$ cat src/rtl/seg_day_pkg.sv
// Shared constants, pattern table and FSM state type for the day-code segment encoder.
package seg_day_pkg;

  localparam int STABLE_CYCLES_DEF = 4;

  localparam logic [4:0] CODE_INVALID = 5'h1F;

  // Segment order A..G, bit 6 = A. Code 4 shares PAT_D01 and has no entry of its own.
  localparam logic [6:0] PAT_D00 = 7'b1100110;
  localparam logic [6:0] PAT_D01 = 7'b1110000;
  localparam logic [6:0] PAT_D02 = 7'b0011101;
  localparam logic [6:0] PAT_D03 = 7'b1110110;
  localparam logic [6:0] PAT_D05 = 7'b1000000;
  localparam logic [6:0] PAT_D06 = 7'b0111110;
  localparam logic [6:0] PAT_D07 = 7'b1001111;
  localparam logic [6:0] PAT_D08 = 7'b0011110;
  localparam logic [6:0] PAT_D09 = 7'b1111000;
  localparam logic [6:0] PAT_D10 = 7'b1111001;
  localparam logic [6:0] PAT_D11 = 7'b0110111;
  localparam logic [6:0] PAT_D12 = 7'b1000111;
  localparam logic [6:0] PAT_D13 = 7'b0000101;
  localparam logic [6:0] PAT_D14 = 7'b0000110;
  localparam logic [6:0] PAT_D15 = 7'b1011011;
  localparam logic [6:0] PAT_D16 = 7'b1110111;

  typedef enum logic [1:0] {
    IDLE,
    SETTLE,
    HOLD,
    WAIT_CHANGE
  } state_t;

endpackage

$ cat src/rtl/seg_day_lookup.sv
// Combinational segment-pattern to day-code ROM; unknown patterns give CODE_INVALID with err set.
module seg_day_lookup
  import seg_day_pkg::*;
(
  input  logic [6:0] pat,
  output logic [4:0] code,
  output logic       err
);

  always_comb begin
    code = CODE_INVALID;
    err  = 1'b0;
    case (pat)
      PAT_D00: code = 5'd0;
      PAT_D01: code = 5'd1;
      PAT_D02: code = 5'd2;
      PAT_D03: code = 5'd3;
      PAT_D05: code = 5'd5;
      PAT_D06: code = 5'd6;
      PAT_D07: code = 5'd7;
      PAT_D08: code = 5'd8;
      PAT_D09: code = 5'd9;
      PAT_D10: code = 5'd10;
      PAT_D11: code = 5'd11;
      PAT_D12: code = 5'd12;
      PAT_D13: code = 5'd13;
      PAT_D14: code = 5'd14;
      PAT_D15: code = 5'd15;
      PAT_D16: code = 5'd16;
      default: err = 1'b1;
    endcase
  end

endmodule

$ cat src/rtl/seg_day_encoder.sv
// Debounces a 7-segment pattern and emits its day code once per stable pattern over valid/ready.
// Optional feature: define SEG_DAY_ENC_DEDUP_EN to suppress results equal to the last one emitted.
module seg_day_encoder
  import seg_day_pkg::*;
#(
  parameter int STABLE_CYCLES = STABLE_CYCLES_DEF
) (
  input  logic       clk,
  input  logic       rst_n,
  input  logic [6:0] seg_in,
  input  logic       in_valid,
  output logic [4:0] out_code,
  output logic       out_err,
  output logic       out_valid,
  input  logic       out_ready
);

  localparam logic [7:0] STABLE_LIM = 8'(STABLE_CYCLES);

  state_t     state, state_d;
  logic [6:0] ref_pat, ref_d;
  logic [7:0] cnt, cnt_d;
  logic [4:0] code_d;
  logic       err_d;
  logic       valid_d;

  logic [4:0] lut_code;
  logic       lut_err;
  logic       dup;

  seg_day_lookup u_lookup (
    .pat  (ref_pat),
    .code (lut_code),
    .err  (lut_err)
  );

`ifdef SEG_DAY_ENC_DEDUP_EN
  logic [4:0] last_code;
  logic       last_err;
  logic       last_vld;

  assign dup = last_vld && (last_code == lut_code) && (last_err == lut_err);

  always_ff @(posedge clk or negedge rst_n) begin
    if (!rst_n) begin
      last_code <= 5'h00;
      last_err  <= 1'b0;
      last_vld  <= 1'b0;
    end else if (state == HOLD && out_ready) begin
      last_code <= out_code;
      last_err  <= out_err;
      last_vld  <= 1'b1;
    end
  end
`else
  assign dup = 1'b0;
`endif

  always_ff @(posedge clk or negedge rst_n) begin
    if (!rst_n) begin
      state     <= IDLE;
      ref_pat   <= 7'h00;
      cnt       <= 8'h00;
      out_code  <= 5'h00;
      out_err   <= 1'b0;
      out_valid <= 1'b0;
    end else begin
      state     <= state_d;
      ref_pat   <= ref_d;
      cnt       <= cnt_d;
      out_code  <= code_d;
      out_err   <= err_d;
      out_valid <= valid_d;
    end
  end

  always_comb begin
    state_d = state;
    ref_d   = ref_pat;
    cnt_d   = cnt;
    code_d  = out_code;
    err_d   = out_err;
    valid_d = out_valid;
    case (state)
      IDLE: begin
        if (in_valid) begin
          ref_d   = seg_in;
          cnt_d   = 8'd1;
          state_d = SETTLE;
        end
      end
      SETTLE: begin
        if (!in_valid) begin
          state_d = IDLE;
        end else if (seg_in != ref_pat) begin
          ref_d = seg_in;
          cnt_d = 8'd1;
        end else begin
          cnt_d = cnt + 8'd1;
          // ref already equals seg_in here, so the ROM output is the settled result
          if (cnt_d == STABLE_LIM) begin
            if (dup) begin
              state_d = WAIT_CHANGE;
            end else begin
              code_d  = lut_code;
              err_d   = lut_err;
              valid_d = 1'b1;
              state_d = HOLD;
            end
          end
        end
      end
      HOLD: begin
        if (out_ready) begin
          valid_d = 1'b0;
          state_d = WAIT_CHANGE;
        end
      end
      WAIT_CHANGE: begin
        if (!in_valid) begin
          state_d = IDLE;
        end else if (seg_in != ref_pat) begin
          ref_d   = seg_in;
          cnt_d   = 8'd1;
          state_d = SETTLE;
        end
      end
      default: state_d = IDLE;
    endcase
  end

endmodule
$ cat config.mk
export PLATFORM = sky130hd
export DESIGN_NAME = seg_day_encoder
export DESIGN_NICKNAME = d
export VERILOG_FILES = /design/src/rtl/seg_day_pkg.sv /design/src/rtl/seg_day_lookup.sv /design/src/rtl/seg_day_encoder.sv
export SDC_FILE = /design/constraint.sdc
export NUM_CORES = 1
export LEC_CHECK = 0
export ABC_CLOCK_PERIOD_IN_PS = 3800
export CAP_MARGIN = 15
export CORE_MARGIN = 5
export CORE_UTILIZATION = 42
export DETAILED_ROUTE_END_ITERATION = 8
export PLACE_DENSITY = 0.58
export REMOVE_ABC_BUFFERS = 1
export SETUP_SLACK_MARGIN = 0.02
export SLEW_MARGIN = 10
export SYNTH_ARGS = -nofsm -noshare
export SYNTH_HDL_FRONTEND = slang
export SYNTH_SLANG_ARGS = --single-unit
$ cat constraint.sdc
create_clock -name clk -period 3.8 [get_ports clk]
set_clock_uncertainty 0.1 [all_clocks]
set_input_delay 0.76 -clock clk [delete_from_list [all_inputs] [get_ports clk]]
set_output_delay 0.76 -clock clk [all_outputs]
set_load 0.02 [all_outputs]
# Word-level counts from Yosys, hierarchy flattened
# Index checks and enable logic that the tools add are counted.
dict set report op_classes {
  addsub 1
  n_eq_ne 33
  muxes 25
  bitwise_logic 1
  reduce_logical 11
}
# cell n
set op_table {}
lappend op_table {{case mux 5 bit (16 select lines)} 1}
lappend op_table {{== test 7 bit, second input constant} 10}
lappend op_table {{two-way mux 8 bit} 5}
lappend op_table {{case mux 8 bit (3 select lines)} 1}
lappend op_table {{two-way mux 7 bit} 3}
lappend op_table {{OR reduction 16 bit} 1}
lappend op_table {{AND reduction 5 bit} 3}
lappend op_table {{== test 7 x 3 -> 1 bit, second input constant} 2}
lappend op_table {{== test 7 x 5 -> 1 bit, second input constant} 2}
lappend op_table {{== test 7 x 6 -> 1 bit, second input constant} 2}
lappend op_table {{two-way mux 2 bit} 7}
lappend op_table {{!= test 2 bit, second input constant} 7}
lappend op_table {{case mux 7 bit (2 select lines)} 1}
lappend op_table {{!= test 3 bit, second input constant} 3}
lappend op_table {{adder 8 x 1 -> 8 bit, second input constant} 1}
lappend op_table {{== test 8 x 3 -> 1 bit, second input constant} 1}
lappend op_table {{case mux 2 bit (4 select lines)} 1}
lappend op_table {{AND reduction 4 bit} 2}
lappend op_table {{!= test 7 bit} 1}
lappend op_table {{two-way mux 1 bit} 5}
lappend op_table {{== test 2 bit, second input constant} 2}
lappend op_table {{!= test 2 x 1 -> 1 bit, second input constant} 2}
lappend op_table {{nonzero test 2 bit} 2}
lappend op_table {{nonzero test 3 bit} 1}
lappend op_table {{5 further kinds} 5}
dict set report word_totals {
  ff_bits 24
  in_bits 11
  wordCells 77
}

# Longest topological paths before layout
dict set report logic_depth {
  word_depth 6
  mapped_depth 8
  ltp_nobuf 7
}

# Cells and area by module
# Synthesis repeated with hierarchy kept, for this count alone.
dict set report unflattened {
  cells_unflattened 184
  hier_area_um2 1707.9
}
# module n_inst cells_each area_each_um2 seq_area_each_um2
set modules_own_cells {}
lappend modules_own_cells {seg_day_encoder 1 110 1244.9 600.6}
lappend modules_own_cells {seg_day_lookup 1 74 462.9 0.0}

# Worst setup path before layout
# Ideal clock, no wire load.
dict set report synth_timing {
  path_kind {input-to-reg}
  start {input port seg_in[3]}
  end {register out_code[0]}
  setup_time_ns 0.121
  arrival_ns 2.023
  t_required_ns 3.579
  path_slack_ns 1.556
  cell_stages 6
  path_buffers 0
  cell_sequence {xor2_1 nor4_2 nand3_1 nand4b_4 or3_1 o22a_1}
}
dict set report synth_via {
  elab_chain_len 3
}
# element line_no
set synth_rtl {}
lappend synth_rtl {{from (decl)} seg_day_encoder.sv:10} ;# input logic [6:0] seg_in,
lappend synth_rtl {{!= test 7 bit} seg_day_encoder.sv:95} ;# end else if (seg_in != ref_pat) begin
lappend synth_rtl {{NOT 1 bit (no line)} -}
lappend synth_rtl {{AND reduction 4 bit (no line)} -}
lappend synth_rtl {{to (signal assigned)} seg_day_encoder.sv:71} ;# out_code <= code_d;
lappend synth_rtl {{to (decl)} seg_day_encoder.sv:12} ;# output logic [4:0] out_code,
# No other way between the ends.
# A chain may end at the register's enable or synchronous reset.

# Final worst setup path
dict set report layout_timing {
  start {input port in_valid}
  end {register out_code[0]}
}
dict set report layout_via {
  elab_chain_len 1
}
# element line_no
set layout_rtl {}
lappend layout_rtl {{from (decl)} seg_day_encoder.sv:11} ;# input logic in_valid,
lappend layout_rtl {{AND reduction 4 bit (no line)} -}
# No other way between the ends.

==> impl_metrics.tcl <==
set metrics [dict create \
    cts.root.buffer_cell "sky130_fd_sc_hd__clkbuf_8" \
    synthMostInstantiatedCell "sky130_fd_sc_hd__dfrtp_1" \
    synth.top_cells.by_area "sky130_fd_sc_hd__dfrtp_1, sky130_fd_sc_hd__xor2_1, sky130_fd_sc_hd__nand2_1, sky130_fd_sc_hd__mux2_1, sky130_fd_sc_hd__o22a_1" \
    reg2reg_from "ref_pat[3]$_DFFE_PN0P_" \
    final.setup.worst_slack_ns 0.938 \
    numClockSinks 24 \
    core.rowCount 22 \
    synthesis.area_per_instance_um2 9.13 \
    clock_tree_from_tritoncts "yes" \
    crit_start "in_valid" \
    timing.fmax_mhz 349 \
    worst-path-max-fanout 11 \
    syn-instance-count 182 \
    timing.setup.tns_ns 0 \
    synth-seq-cells 24 \
    groute.usage.overall_pct 14.0 \
    cts.htree.levels 1 \
    die_area_mm2 0.00531 \
    globalplace.congestion 0.856 \
    vdd_drop_max_uv 206 \
    floorplan.die.height_um 72.9 \
    critPathCapture "out_code[0]$_DFFE_PN0P_" \
    start_kind "input port" \
    antenna_found_initial 0 \
    design.final.nets 204 \
    routed-via-count 1391 \
    timing.final.crit_period_ns 2.86 \
    worstSetupEndpointType "flop" \
    total_power_density_per_cell_area_mw_per_mm2 306 \
    grt_start_max_net_pins 25 \
    postSynth.asyncResetShare_pct 100 \
    hold_viol 0 \
    hold_path_class "in2async" \
    top_level_ports 18 \
    die_x_um 72.9 \
    number_of_search_and_repair_iterations_in_the_first_detailed_routing_pass 4 \
    setup_repair_after_global_routing_missed_its_margin "false" \
    port_buffers 17 \
    filler_cell_count 366 \
    measured_slew_at_the_worst_slew_check_pin_ns 0.528 \
    cts_hold_repair.buffers 0 \
    path_clk_slew_ns 0.09 \
    ys_seq_area_share_pct 36.1 \
    first_global_vias 1300 \
    worst-r2r-setup-slack_ns 1.24 \
    cts_post_setup_buffers_inserted 0 \
    clk-insertion-delay-late_ns 0.26 \
    route.antenna.remaining_nets 0 \
    routed_wirelength_um 3430 \
    area_delta_synth_final_pct 12.9 \
    arrival_ns 2.92 \
    postSynth.topFlopCell "sky130_fd_sc_hd__dfrtp_1" \
    avgViaCountPerCell 5.84 \
    max-clock-path-buffers 2 \
    core_mm2 0.00374 \
    initial_core_util_pct 44.4 \
    post_synthesis_cell_area_mm2 0.00166 \
    grt_first_pass_wirelength_um 6040 \
    setup-violations-final 0 \
    layout_cell_share_with_drive_strength_beyond_1_pct 5.79 \
    cts_resized 0 \
    worst_ep_required_time_ns 3.85 \
    layout_worst_path_cycle_share_pct 75.3 \
    rr_endpoint "out_code[0]$_DFFE_PN0P_" \
    grt-ovfl-total 0 \
    average_wire_per_standard_cell_um 14.4 \
    number_of_cells_on_the_worst_reg_to_reg_path 6 \
    place_ws_ns 0.660 \
    cap_viol_max_count 0 \
    final-max-slew-violation-count 0 \
    first_iter_violations 57 \
    total_leakage_power_nw 0.748 \
    post_detailed_route_drc_marker_count 0 \
    timing_worst_setup_path_type "in2reg" \
    synth.top_cells.by_count "sky130_fd_sc_hd__dfrtp_1, sky130_fd_sc_hd__nand2_1, sky130_fd_sc_hd__xor2_1" \
    cts_inserted_buffers 3 \
    synth.lib_cells_used.distinct 52 \
    synth.top_cell.area_share_pct 36.1 \
    yosysWarningCount 0 \
    synth_enable_flop_cells 0 \
    slew_headroom_pct 64.8 \
    dp.final_hpwl_um 2580 \
    num_antenna_cells 0 \
    cell_accounting_for_the_most_synthesized_area "sky130_fd_sc_hd__dfrtp_1" \
    status "finished clean" \
]
[cells in the final DEF (no fill, tap or decap), drive strengths merged, types with 4 or more instances in the layout]
master | synthesis | final
nand4b | 4 | 4
nand2 | 17 | 17
nor3 | 4 | 4
xor2 | 10 | 10
clkdlybuf4s50 | 0 | 16
a31oi | 6 | 6
a21oi | 9 | 9
and3 | 4 | 4
nand3 | 7 | 7
o21ai | 9 | 9
mux2 | 6 | 6
o22a | 5 | 5
clkbuf | 4 | 4
inv | 6 | 6
dfrtp | 24 | 24
nor2 | 8 | 8
[worst min path at each step]
| stage | start | to | slack [ns] | depth (start not counted) |
|---|---|---|---|---|
| after floorplan | rst_n | async pin | 0.36 | 0 |
| after global placement | out_code[3]$_DFFE_PN0P_ | out_code[3]$_DFFE_PN0P_ | 0.38 | 2 |
| after detailed placement | out_code[3]$_DFFE_PN0P_ | out_code[3]$_DFFE_PN0P_ | 0.38 | 2 |
| after CTS | out_code[3]$_DFFE_PN0P_ | out_code[3]$_DFFE_PN0P_ | 0.39 | 2 |
| after global routing | rst_n | out_err$_DFFE_PN0P_ | 0.41 | 1 |
| final | rst_n | state[0]$_DFFE_PN0P_ | 0.36 | 1 |
[state kept, by name, summed over array words and instances, names as in the netlist, named ones only]
register / cells
cnt: 8
ref_pat: 7
out_code: 5
out_err: 1
out_valid: 1
state: 1
[cell type report]
type	count	area (um2)	share of cell area [%]
Timing Repair Buffer	17	165	8.81
Inverter	6	22.5	1.20
Sequential cell	24	601	32.0
Clock buffer	4	55.1	2.94
Multi-Input combinational cell	139	972	51.8
Tap cell	48	60.1	3.20
[metrics by stage]
step	instance area [um2]	std cells	hold slack (ns)	utilization [%]	total power [mW]
3_5_place_dp	1830	234	0.375	48.8	0.408
5_1_grt	1880	238	0.413	50.1	0.607
3_3_place_gp	1830	234	0.379	48.8	0.406
6_report	1880	238	0.364	50.1	0.574
2_1_floorplan	1600	169	0.364	-	0.365
4_1_cts	1880	238	0.395	50.2	0.580
[kinds of logic after synthesis]
kind of cell | synth area share, %
muxes | 4.67
DFF | 36.1
and+or+nand+nor | 24.7
xor gates and xnor gates | 6.33
buffers and inverters | 5.35
AOI/OAI and AO/OA | 21.3
adders and majority gates | 1.51
[power by group]
part,internal (mW),total [mW],switching [mW]
clock,0.0924,0.172,0.0792
combinational,0.0463,0.0930,0.0467
sequential,0.268,0.309,0.0417
total,0.406,0.574,0.168
[worst max-delay path, cell delays in order]
cell and delay (ns):
sky130_fd_sc_hd__clkdlybuf4s50_1 0.54, sky130_fd_sc_hd__inv_1 0.11, sky130_fd_sc_hd__nor3_2 0.27, sky130_fd_sc_hd__nand3_1 0.35, sky130_fd_sc_hd__nand4b_4 0.33, sky130_fd_sc_hd__or3_1 0.41, sky130_fd_sc_hd__o22a_1 0.16
[layer usage]
layer	routed length, um	share of wire [%]	up-vias	track usage [%]
met3	240	7.0	4	2.48
met5	0	0	-	0
met1	1670	49	662	19.9
met4	31	0.90	0	3.89
met2	1490	43	38	21.6
li1	-	-	687	-
(Power assumes the default switching activity.)
